--- src/rtl/mmio_console_arbiter_if.sv ---
// rtl/mmio_console_arbiter_if.sv - core request and console byte channel bundle for the console arbiter
interface mmio_console_arbiter_if #(
    parameter int NCORE = 4
);
    localparam int CORE_W = $clog2(NCORE);

    // Per-core MMIO store requests; core k occupies bits [32k+31:32k] of addr/data
    logic [NCORE-1:0]       req_valid_i;
    logic [NCORE*32-1:0]    req_addr_i;
    logic [NCORE*32-1:0]    req_data_i;
    logic [NCORE-1:0]       req_ready_o;

    // Byte channel toward the console
    logic                   tx_valid_o;
    logic [7:0]             tx_data_o;
    logic [CORE_W-1:0]      tx_core_o;
    logic                   tx_ready_i;

    // Arbiter side
    modport slave (
        input  req_valid_i,
        input  req_addr_i,
        input  req_data_i,
        output req_ready_o,
        output tx_valid_o,
        output tx_data_o,
        output tx_core_o,
        input  tx_ready_i
    );

    // Cores plus console side
    modport master (
        output req_valid_i,
        output req_addr_i,
        output req_data_i,
        input  req_ready_o,
        input  tx_valid_o,
        input  tx_data_o,
        input  tx_core_o,
        output tx_ready_i
    );
endinterface

--- src/rtl/mmio_console_arbiter.sv ---
// rtl/mmio_console_arbiter.sv - round-robin sharing of one console byte channel between cores
module mmio_console_arbiter #(
    parameter int          NCORE     = 4,
    parameter logic [31:0] FINI_CODE = 32'h00020000
) (
    input  logic                    clk_i,
    input  logic                    rst_i,
    mmio_console_arbiter_if.slave   bus,
    output logic [NCORE-1:0]        fini_o,
    output logic                    all_fini_o,
    output logic [NCORE-1:0]        err_o
);
    localparam int CORE_W = $clog2(NCORE);

    typedef enum logic [0:0] {
        ST_IDLE = 1'b0,
        ST_SEND = 1'b1
    } state_t;

    state_t             state_q, state_d;
    logic [CORE_W-1:0]  rr_ptr_q, rr_ptr_d;
    logic               tx_valid_q, tx_valid_d;
    logic [7:0]         tx_data_q, tx_data_d;
    logic [CORE_W-1:0]  tx_core_q, tx_core_d;
    logic [NCORE-1:0]   fini_q, fini_d;
    logic [NCORE-1:0]   err_q, err_d;
    logic               all_fini_q, all_fini_d;

    logic               gnt_valid;
    logic [CORE_W-1:0]  gnt_idx;
    logic [CORE_W-1:0]  cand;
    logic [31:0]        sel_addr;
    logic [31:0]        sel_data;
    logic [NCORE-1:0]   req_ready;
    logic               unused_addr_bits;

    // Round-robin search starting just after the last granted core; scanning from the
    // farthest offset down lets the nearest requester overwrite earlier hits.
    always_comb begin
        gnt_valid = 1'b0;
        gnt_idx   = '0;
        cand      = '0;
        for (int off = NCORE; off >= 1; off--) begin
            cand = CORE_W'((int'(rr_ptr_q) + off) % NCORE);
            if (bus.req_valid_i[cand]) begin
                gnt_valid = 1'b1;
                gnt_idx   = cand;
            end
        end
    end

    // Route the granted core's address and data to the request decoder
    always_comb begin
        sel_addr = '0;
        sel_data = '0;
        for (int k = 0; k < NCORE; k++) begin
            if (gnt_idx == CORE_W'(k)) begin
                sel_addr = bus.req_addr_i[k*32 +: 32];
                sel_data = bus.req_data_i[k*32 +: 32];
            end
        end
    end

    // Only the MMIO-space bit of the address matters to this block
    assign unused_addr_bits = &{1'b0, sel_addr[30:0]};

    // Next-state and accept logic: IDLE accepts one request, SEND holds the byte for the console
    always_comb begin
        state_d    = state_q;
        rr_ptr_d   = rr_ptr_q;
        tx_valid_d = tx_valid_q;
        tx_data_d  = tx_data_q;
        tx_core_d  = tx_core_q;
        fini_d     = fini_q;
        err_d      = err_q;
        all_fini_d = &fini_q;
        req_ready  = '0;

        case (state_q)
            ST_IDLE: begin
                if (gnt_valid) begin
                    req_ready = {{(NCORE-1){1'b0}}, 1'b1} << gnt_idx;
                    rr_ptr_d  = gnt_idx;
                    if (!sel_addr[31]) begin
                        err_d[gnt_idx] = 1'b1;
                    end else if (sel_data == FINI_CODE) begin
                        fini_d[gnt_idx] = 1'b1;
                    end else begin
                        tx_valid_d = 1'b1;
                        tx_data_d  = sel_data[7:0];
                        tx_core_d  = gnt_idx;
                        state_d    = ST_SEND;
                    end
                end
            end
            ST_SEND: begin
                if (bus.tx_ready_i) begin
                    tx_valid_d = 1'b0;
                    state_d    = ST_IDLE;
                end
            end
            default: begin
                state_d    = ST_IDLE;
                tx_valid_d = 1'b0;
            end
        endcase
    end

    // State and output registers; reset drops any byte still waiting in SEND
    always_ff @(posedge clk_i) begin
        if (rst_i) begin
            state_q    <= ST_IDLE;
            rr_ptr_q   <= CORE_W'(NCORE - 1);
            tx_valid_q <= 1'b0;
            tx_data_q  <= '0;
            tx_core_q  <= '0;
            fini_q     <= '0;
            err_q      <= '0;
            all_fini_q <= 1'b0;
        end else begin
            state_q    <= state_d;
            rr_ptr_q   <= rr_ptr_d;
            tx_valid_q <= tx_valid_d;
            tx_data_q  <= tx_data_d;
            tx_core_q  <= tx_core_d;
            fini_q     <= fini_d;
            err_q      <= err_d;
            all_fini_q <= all_fini_d;
        end
    end

    // Accept pulses are suppressed while reset is held so nothing is consumed then
    assign bus.req_ready_o = rst_i ? '0 : req_ready;
    assign bus.tx_valid_o  = tx_valid_q;
    assign bus.tx_data_o   = tx_data_q;
    assign bus.tx_core_o   = tx_core_q;
    assign fini_o          = fini_q;
    assign all_fini_o      = all_fini_q;
    assign err_o           = err_q;
endmodule
--- src/flat_wrapper.sv ---
// flat-port wrapper written by rule: the top's interface ports become plain ports
module mmio_console_arbiter_flat 
#(
    parameter int          NCORE     = 4,
    parameter logic [31:0] FINI_CODE = 32'h00020000
)
  (clk_i, rst_i, fini_o, all_fini_o, err_o, bus_req_valid_i, bus_req_addr_i, bus_req_data_i, bus_req_ready_o, bus_tx_valid_o, bus_tx_data_o, bus_tx_core_o, bus_tx_ready_i);
  mmio_console_arbiter_if #(.NCORE(NCORE)) bus_i ();
  input  logic clk_i;
  input  logic rst_i;
  output logic [NCORE-1:0] fini_o;
  output logic all_fini_o;
  output logic [NCORE-1:0] err_o;
  input wire logic [$bits(bus_i.req_valid_i)-1:0] bus_req_valid_i;
  input wire logic [$bits(bus_i.req_addr_i)-1:0] bus_req_addr_i;
  input wire logic [$bits(bus_i.req_data_i)-1:0] bus_req_data_i;
  output wire logic [$bits(bus_i.req_ready_o)-1:0] bus_req_ready_o;
  output wire logic [$bits(bus_i.tx_valid_o)-1:0] bus_tx_valid_o;
  output wire logic [$bits(bus_i.tx_data_o)-1:0] bus_tx_data_o;
  output wire logic [$bits(bus_i.tx_core_o)-1:0] bus_tx_core_o;
  input wire logic [$bits(bus_i.tx_ready_i)-1:0] bus_tx_ready_i;
  assign bus_i.req_valid_i = bus_req_valid_i;
  assign bus_i.req_addr_i = bus_req_addr_i;
  assign bus_i.req_data_i = bus_req_data_i;
  assign bus_req_ready_o = bus_i.req_ready_o;
  assign bus_tx_valid_o = bus_i.tx_valid_o;
  assign bus_tx_data_o = bus_i.tx_data_o;
  assign bus_tx_core_o = bus_i.tx_core_o;
  assign bus_i.tx_ready_i = bus_tx_ready_i;
  mmio_console_arbiter #(.NCORE(NCORE), .FINI_CODE(FINI_CODE)) u_core (.clk_i(clk_i), .rst_i(rst_i), .bus(bus_i), .fini_o(fini_o), .all_fini_o(all_fini_o), .err_o(err_o));
endmodule
--- config.mk ---
export PLATFORM = sky130hd
export DESIGN_NAME = mmio_console_arbiter_flat
export DESIGN_NICKNAME = d
export VERILOG_FILES = /design/src/rtl/mmio_console_arbiter_if.sv /design/src/rtl/mmio_console_arbiter.sv /design/src/flat_wrapper.sv
export SDC_FILE = /design/constraint.sdc
export NUM_CORES = 1
export LEC_CHECK = 0
export ABC_AREA = 0
export ABC_CLOCK_PERIOD_IN_PS = 3600
export CORE_AREA = 2 2 110 112
export CTS_BUF_LIST = sky130_fd_sc_hd__clkbuf_2 sky130_fd_sc_hd__clkbuf_4 sky130_fd_sc_hd__clkbuf_8
export CTS_CLUSTER_SIZE = 24
export DETAILED_ROUTE_END_ITERATION = 12
export DIE_AREA = 0 0 112 114
export SETUP_SLACK_MARGIN = 0.02
export SYNTH_ARGS = -nofsm -noshare
export SYNTH_HDL_FRONTEND = slang
export SYNTH_SLANG_ARGS = --single-unit
--- constraint.sdc ---
create_clock -name clk_i -period 3.6 [get_ports clk_i]
set_input_delay 0.72 -clock clk_i [delete_from_list [all_inputs] [get_ports clk_i]]
set_output_delay 0.72 -clock clk_i [all_outputs]
set_load 0.01 [all_outputs]
**Word-level counts from Yosys, hierarchy flattened**

Cells that the tools add are included.

- Add/subtract/negate cells: 4
- Multipliers: 0
- Div/mod/pow operators: 0
- Order comparisons: 6
- Eq/ne operators: 8
- Shifts and indexed selects: 1
- Multiplexer cells: 39
- Bitwise logic cells: 5
- Reduce and logical (&&, ||, !) cells: 8

Operators with widths:

| kind | count |
|---|---|
| $mux W32 | 8 |
| $eq A32 B18 Y1 const B | 1 |
| $mux W1 | 17 |
| $reduce_and A4 Y1 | 4 |
| $lt A2 B3 Y1 const B | 5 |
| $mux W4 | 3 |
| $bmux W1 S2 | 4 |
| $mux W2 | 4 |
| $or A4 B4 Y4 | 2 |
| $add A2 B1 Y2 const B | 2 |
| $add A2 B2 Y2 const B | 2 |
| $eq A2 B2 Y1 const B | 2 |
| $ne A2 B1 Y1 const B | 2 |
| $ne A2 B2 Y1 const B | 2 |
| $pmux W1 S2 | 2 |
| $shl A1 B2 Y4 const A | 1 |
| $not A1 Y1 | 3 |
| $reduce_and A3 Y1 | 1 |
| $demux W1 S2 | 1 |
| $eq A2 B1 Y1 const B | 1 |
| $ge A2 B1 Y1 const B | 1 |
| $logic_not A2 Y1 | 1 |
| $reduce_and A2 Y1 | 1 |
| $logic_and A1 B1 Y1 | 1 |

- Register bits after elaboration: 23
- Bits in latches: 0
- Memory bits (writable): 0
- ROM bits: 0
- Bits of input ports: 263
- Output and inout bits: 24
- Memories: 0

**Logic depth before layout (Yosys ltp)**

- Word-level depth: 17
- Gate-level depth with buffers: 11
- Gate-level depth less buffers: 8

**Worst setup path before layout**

Ideal clock, no wire load.

- Path type: input to register
- Start: input bus_req_valid_i[0]
- End: register u_core.tx_core_q[1] (netlist: u_core.bus.tx_core_o[1])
- Data arrival time: 2.454 ns
- Slack: 1.019 ns
- Stages on the path: 10
- Buffers on the path: 2
- Path through: nor2_1 o22a_1 and2_1 buf_6 buf_6 a211oi_1 o22ai_1 and4bb_2 nor2_1 or3_1

- Cells in the longest elaborated chain, start to end: 14

Ends and longest elaborated chain:

| what | line | text |
|---|---|---|
| start: declaration | flat_wrapper.sv:14 | `input wire logic [$bits(bus_i.req_valid_i)-1:0] bus_req_valid_i;` |
| $bmux W1 S2 | mmio_console_arbiter.sv:45 | `if (bus.req_valid_i[cand]) begin` |
| $mux W1 (implied by the code) | mmio_console_arbiter.sv:45 |  |
| $mux W2 (4 in series) | mmio_console_arbiter.sv:45 |  |
| $logic_not A2 Y1 | mmio_console_arbiter.sv:57 | `if (gnt_idx == CORE_W'(k)) begin` |
| $mux W32 (4 in series) | mmio_console_arbiter.sv:57 |  |
| $eq A32 B18 Y1 | mmio_console_arbiter.sv:86 | `end else if (sel_data == FINI_CODE) begin` |
| $not A1 Y1 (no line) | -- |  |
| $reduce_and A4 Y1 (no line) | -- |  |
| end signal: assignment | mmio_console_arbiter.sv:125 | `tx_core_q <= tx_core_d;` |
| end: declaration | mmio_console_arbiter.sv:24 | `logic [CORE_W-1:0] tx_core_q, tx_core_d;` |

Several ways; a longest one is shown, not always the timed one. The select of a mux whose other input is x is not followed.
A chain may end at the register's enable or synchronous reset.

**Worst setup path after layout**

- Start: input bus_req_valid_i[3]
- End: output bus_req_ready_o[3]

- Cells in the longest elaborated chain, start to end: 10

Ends and longest elaborated chain:

| what | line | text |
|---|---|---|
| $bmux W1 S2 | mmio_console_arbiter.sv:45 |  |
| $mux W1 (implied by the code) | mmio_console_arbiter.sv:45 |  |
| $mux W2 (4 in series) | mmio_console_arbiter.sv:45 |  |
| $shl A1 B2 Y4 | mmio_console_arbiter.sv:82 | `req_ready = {{(NCORE-1){1'b0}}, 1'b1} << gnt_idx;` |
| $mux W4 (*) | mmio_console_arbiter.sv:81 | `if (gnt_valid) begin` |
| $mux W4 (*) | mmio_console_arbiter.sv:79 | `case (state_q)` |
| $mux W4 (*) | mmio_console_arbiter.sv:133 | `assign bus.req_ready_o = rst_i ? '0 : req_ready;` |
| end: declaration | flat_wrapper.sv:17 | `output wire logic [$bits(bus_i.req_ready_o)-1:0] bus_req_ready_o;` |

Every way passes the cells marked *; elsewhere a longest branch is shown, timed or not. The select of a mux whose other input is x is not followed.

==> out/qor.txt <==
PnR Total Power -> 1.12 mW
Site Rows -> 40
post-synth top area share -> 28.3%
worst reg-to-reg setup slack -> 0.85 ns
Reg clk slew, reported paths -> 0.08 ns
commonest non-fill, non-tap cells in the layout -> clkdlybuf4s50_1 (162), dfxtp_1 (23), nor2_1 (21)
Syn Std Cell Area -> 0.00163 sq mm
number of buffers on the longest clock path -> 2
cell leakage power -> 1.23 nW
status -> finished clean
Max-Cap Viols -> 0
hold path depth -> 2
FF-to-FF Start -> u_core.rr_ptr_q[1]$_SDFFE_PP1P_
CTS Buf Count -> 3
combinational fraction of design power -> 56.1%
skew final -> 0.00579 ns
Clock Latency Late Sink -> 0.26 ns
Worst slew margin -> 65.7%
CTS tree -> built
Final ANT Viol Nets -> 0
detailed-route DRC error count -> 0
H-tree levels -> 1
crit path DAT -> 2.70 ns
Die ar. -> 0.0128 sq mm
worst vdd ir -> 0.176 mV
total global-route track usage -> 13.0%
DIE WIDTH -> 112 um
switching power -> 0.396 mW
number of global-route vias before repair -> 2451
TNS Setup -> 0 ns
final WL -> 8600 um
CP Class -> input port to primary output
hold path start -> u_core.bus.tx_valid_o$_SDFFE_PP0P_
ranking of synthesized cells by area -> dfxtp_1 (28%), nor4_1 (7.7%), a211oi_1 (6.9%), mux2i_1 (6.2%), nor2_1 (4.8%)
Ys Warns -> 0
drt via density -> 4.53
syn avg cell area -> 7.89 sq um
syn_nets -> 469
sequential share of the synthesized area -> 28.3%
Cells after Synth -> 206
share of layout cells above drive strength 1 -> 6.91%
P&R area growth vs syn -> 117%
pin count of the biggest net entering global routing -> 15
first-pass GRT wire length -> 12900 um
final setup vio count -> 0
die span in y -> 114 um
Final Wtd Congestion -> 0.871
via count -> 2367
dpl cell area -> 0.00348 sq mm
Layout Nets -> 640
final non-filler cell area -> 0.00352 sq mm
GRT overflow -> 0
cell-internal power -> 0.723 mW
sequential power share -> 29.4%
most common cell after layout, fill and taps aside -> clkdlybuf4s50_1
drt pass-1 iters -> 4
Setup crit start kind -> input port
unrepaired setup endpoints after global routing -> no
max-slew violations -> 0
Min-Delay Endpoint -> u_core.bus.tx_valid_o$_SDFFE_PP0P_
Clk network pwr share -> 14.5%
crit share post-route -> 95.1%
CP required -> 2.88 ns
Starting Density -> 13.9%
worst r2r path cells -> 10
Hold Vio Cnt, Final -> 0
Slew @ Worst Pin -> 0.511 ns
FF-to-FF End -> u_core.bus.tx_data_o[5]$_SDFFE_PP0P_
initial antenna violation count -> 3
Netlist cell types -> 41
ant diodes -> 0
Max Clk Rate -> 292 MHz
area leader, netlist -> dfxtp_1
core area -> 0.0117 sq mm
CTS root buffer -> clkbuf_8
Top Ports -> 287
port buffer count -> 162
Cell Pwr Density -> 318 mW/mm^2
Seq cells post-synth -> 23
DR WL/cell -> 16.4 um
Setup crit end kind -> primary output
hold crit path type -> register to register
post-layout minimum cycle time -> 3.42 ns
DR iter-0 viols -> 95
Post-DP HPWL -> 7510 um
CTS sink count -> 23
Sw Share -> 35.4%
Crit Path Max Fanout -> 7
layer usage:
layer	up-vias	part of all wire (%)	wire, um	track usage, %
met4	6	0.36	31	0.894
met3	8	14	1160	6.16
met1	1054	43	3720	16.3
met2	160	42	3650	21.2
li1	1139	-	-	-
met5	-	0.48	41	0
synth_stat cells, drive strengths merged:
cell type	instances
a211oi	16
a21o	2
nor2	21
and3	1
nand4	3
and4bb	1
a21boi	9
nor4b	4
nand2	16
dfxtp	23
a21oi	9
o22a	1
buf	7
inv	8
a31oi	2
nor4	20
mux2i	10
clkbuf	4
nor3	3
a32o	3
nand4bb	1
a41oi	1
mux2	4
nand2b	3
o21ai	5
clkinv	1
o211ai	3
o32ai	2
o22ai	4
nor2b	5
o2bb2ai	2
nand3	4
a2111oi	1
and4	1
or3	1
and2	1
a311oi	4
stage by stage:
step           util [%]  hold WS (ns)  worst slack [ns]  instances
2_1_floorplan         -         0.463              1.02        206
3_3_place_gp       29.7         0.456             0.182        519
3_5_place_dp       29.7         0.452            0.0522        519
4_1_cts            30.1         0.464             0.172        523
5_1_grt            30.1         0.485            0.0233        523
6_report           30.1         0.459             0.177        523
power groups by stage:
stage	Clock [mW]	Combinational (mW)	Sequential, mW
after floorplan	0	0.275	0.341
after global placement	0	0.617	0.331
after detailed placement	0	0.624	0.333
after CTS	0.168	0.628	0.329
after global routing	0.178	0.679	0.335
final	0.163	0.628	0.329
how the worst max path moves through the flow:
stage	start	to	cells after the start
global route	bus_req_valid_i[3]	bus_req_ready_o[3]	7
floorplan	bus_req_valid_i[0]	u_core.bus.tx_core_o[1]$_SDFFE_PP0P_	10
global placement	bus_req_valid_i[2]	bus_req_ready_o[3]	7
finish	bus_req_valid_i[3]	bus_req_ready_o[3]	7
CTS	bus_req_valid_i[2]	bus_req_ready_o[3]	7
detailed placement	bus_req_valid_i[3]	u_core.bus.tx_data_o[5]$_SDFFE_PP0P_	11
sequential cells by signal, summed over array words and instances, names as in the netlist:
name / cells
u_core.rr_ptr_q: 2
u_core.bus.tx_core_o: 2
u_core.state_q: 1
u_core.err_o: 4
u_core.bus.tx_data_o: 8
u_core.all_fini_o: 1
u_core.fini_o: 4
u_core.bus.tx_valid_o: 1
timing repair:
item / in CTS / in global routing
hold buffers: 0 / 0
endpoints found under the setup margin: 0 / 1
setup buffers: 0 / 0
resized for setup: 0 / 1
critical path, cell delays in order:
cell,delay (ns)
clkdlybuf4s50_1,0.58
nand2_1,0.08
a31oi_1,0.20
and2_1,0.33
nand3_1,0.15
inv_1,0.10
clkdlybuf4s50_1,0.53
final cells by class:
| type | count | area, sq um |
|---|---|---|
| fillers | 1242 | 8190 |
| repair buffers | 177 | 1730 |
| multi-input cells | 163 | 1070 |
| flip-flops and latches | 23 | 460 |
| well taps | 147 | 184 |
| clock buffers | 3 | 41.3 |
| inverters | 9 | 33.8 |
| clock inverters | 1 | 5.00 |
cell families after synthesis:
| group | share of synthesized area (%) |
|---|---|
| compound gates | 28.6 |
| mux | 8.93 |
| buf+inv | 6.08 |
| simple gates | 28.1 |
| flops | 28.3 |
Power figures use the tool's default switching activity.
==> patch: new RTL, config.mk and constraints unchanged <==
Put one more register stage on the output `err_o`, cleared by the reset. The value now appears one clock later. The other outputs are not delayed to match.
--- a/src/rtl/mmio_console_arbiter.sv
+++ b/src/rtl/mmio_console_arbiter.sv
@@ -136,5 +136,11 @@
     assign bus.tx_core_o   = tx_core_q;
     assign fini_o          = fini_q;
     assign all_fini_o      = all_fini_q;
-    assign err_o           = err_q;
+    always_ff @(posedge clk_i) begin
+        if (rst_i) begin
+            err_o <= '0;
+        end else begin
+            err_o <= err_q;
+        end
+    end
 endmodule
Formal check against the unedited RTL: not equivalent (a bounded check fails within 4 cycles, from zero or initial values and one cycle with rst_i high).
==> patch against the unedited design <==
- cell area grew 16%
- core utilization is 4.8 points higher
- sequential cell count up 4
- worst setup slack worse by 72 ps
- hold slack better by 10 ps
- combinational power grew 10%
- maximum frequency shrank 2.0%
- area after synthesis grew 25%
- wire length is 6.1% higher
- die area unchanged
- power rose by 12%
- critical path depth did not move
- global-route usage is 0.25 points higher
- critical path type unchanged
==> patch: results (changes against the unedited design) <==
status complete, no violations; via count 2682 (+13%); vias in the first global route 2626 (+7.1%); Wirelength per Cell 16.1 microns (-2.0%); Power Total 1.25 mW (+12%); global-route wire length before repair 13.3 mm (+3.1%); Worst Path Arrival 2770 ps (+70 ps); Clock Skew 3.56 ps (-2.23 ps); R2R Setup Slk 760 ps (-90 ps); fill cell count 1225 (-1.4%); met2 GRT Util 0.239 (+0.0271); Tot GR Track Use 0.132 (+0.00245); post-synthesis mux area share 0.0904 (+0.00105); Clk pin slew, worst setup/hold paths 100 ps (+20 ps); initial antenna violation count 1 (-2); worst-path maximum fanout 5 (-2); metal3 WL 1.11 mm (-4.9%); CP Launch Point bus_req_valid_i[1]; pre-CTS WS 45.3 ps (-6.91 ps); HP Start u_core.err_q[3]$_SDFFE_PP0P_; FF+latch area 541 sq um (+17%); Hold Path Depth 1 (-1); Worst R2R Path Depth 10 (unchanged); Detail Placement HPWL 7.75 mm (+3.1%); sequential share of the synthesized area 0.266 (-0.0178); worst vdd ir 0.154 mV (-13%); share of post-route cells with drive strength above 1 0.141 (+0.0717); fin crit period 3490 ps (+71.5 ps); met3 GRT Util 0.0414 (-0.0202); NetSw 0.441 mW (+11%); Slew HR 0.624 (-0.0336); number of library cell types mapped by synthesis 46 (+12%); routed wl met2 4.17 mm (+14%); gpl congestion 0.831 (-4.7%); CP Capture Point bus_req_ready_o[0]; complex-gate fraction of the synthesized area 0.286 (about the same); Gate power share 0.554 (-0.007); Critical R2R Launch u_core.rr_ptr_q[0]$_SDFFE_PP1P_; met1 WL 3.70 mm (-0.46%); GR Util met1 0.151 (-0.0126); sequential power 0.372 mW (+13%); Syn Nets 499 (+6.4%); Worst-Skew Late Latency 280 ps (+20 ps); largest net degree at the start of global routing 21 (+6); LEAKAGE 1.45 nW (+18%); grt peak-use layer met2; layout net count 683 (+6.7%)
## patch: changes by cell type after synthesis, moves of 5 or more
cell,change
a211oi_1,-12
a21boi_0,-9
nor2_1,-8
o21a_1,+8
a211oi_2,+6
nor3b_1,+6
a21o_1,+5
mux2i_1,+5
o211ai_1,+5
## patch: layout make-up
| type | count | share of cell area |
|---|---|---|
| clock buffers | 3 | 0.0101 |
| clock inverters | 1 | 0.00184 |
| inverters | 5 | 0.00460 |
| multi-input cells | 188 | 0.345 |
| flip-flops and latches | 27 | 0.132 |
| well taps | 147 | 0.0451 |
| repair buffers | 195 | 0.461 |
## patch: stage by stage
stage | instances | hold WS, ps
2_1_floorplan | 236 | 444
3_3_place_gp | 562 | 449
3_5_place_dp | 562 | 449
4_1_cts | 566 | 470
5_1_grt | 566 | 477
6_report | 566 | 469
## patch: logic make-up after synthesis
kind of cell,Yosys count
compound gates,72
simple gates,98
mux,18
flops,27
buf+inv,21
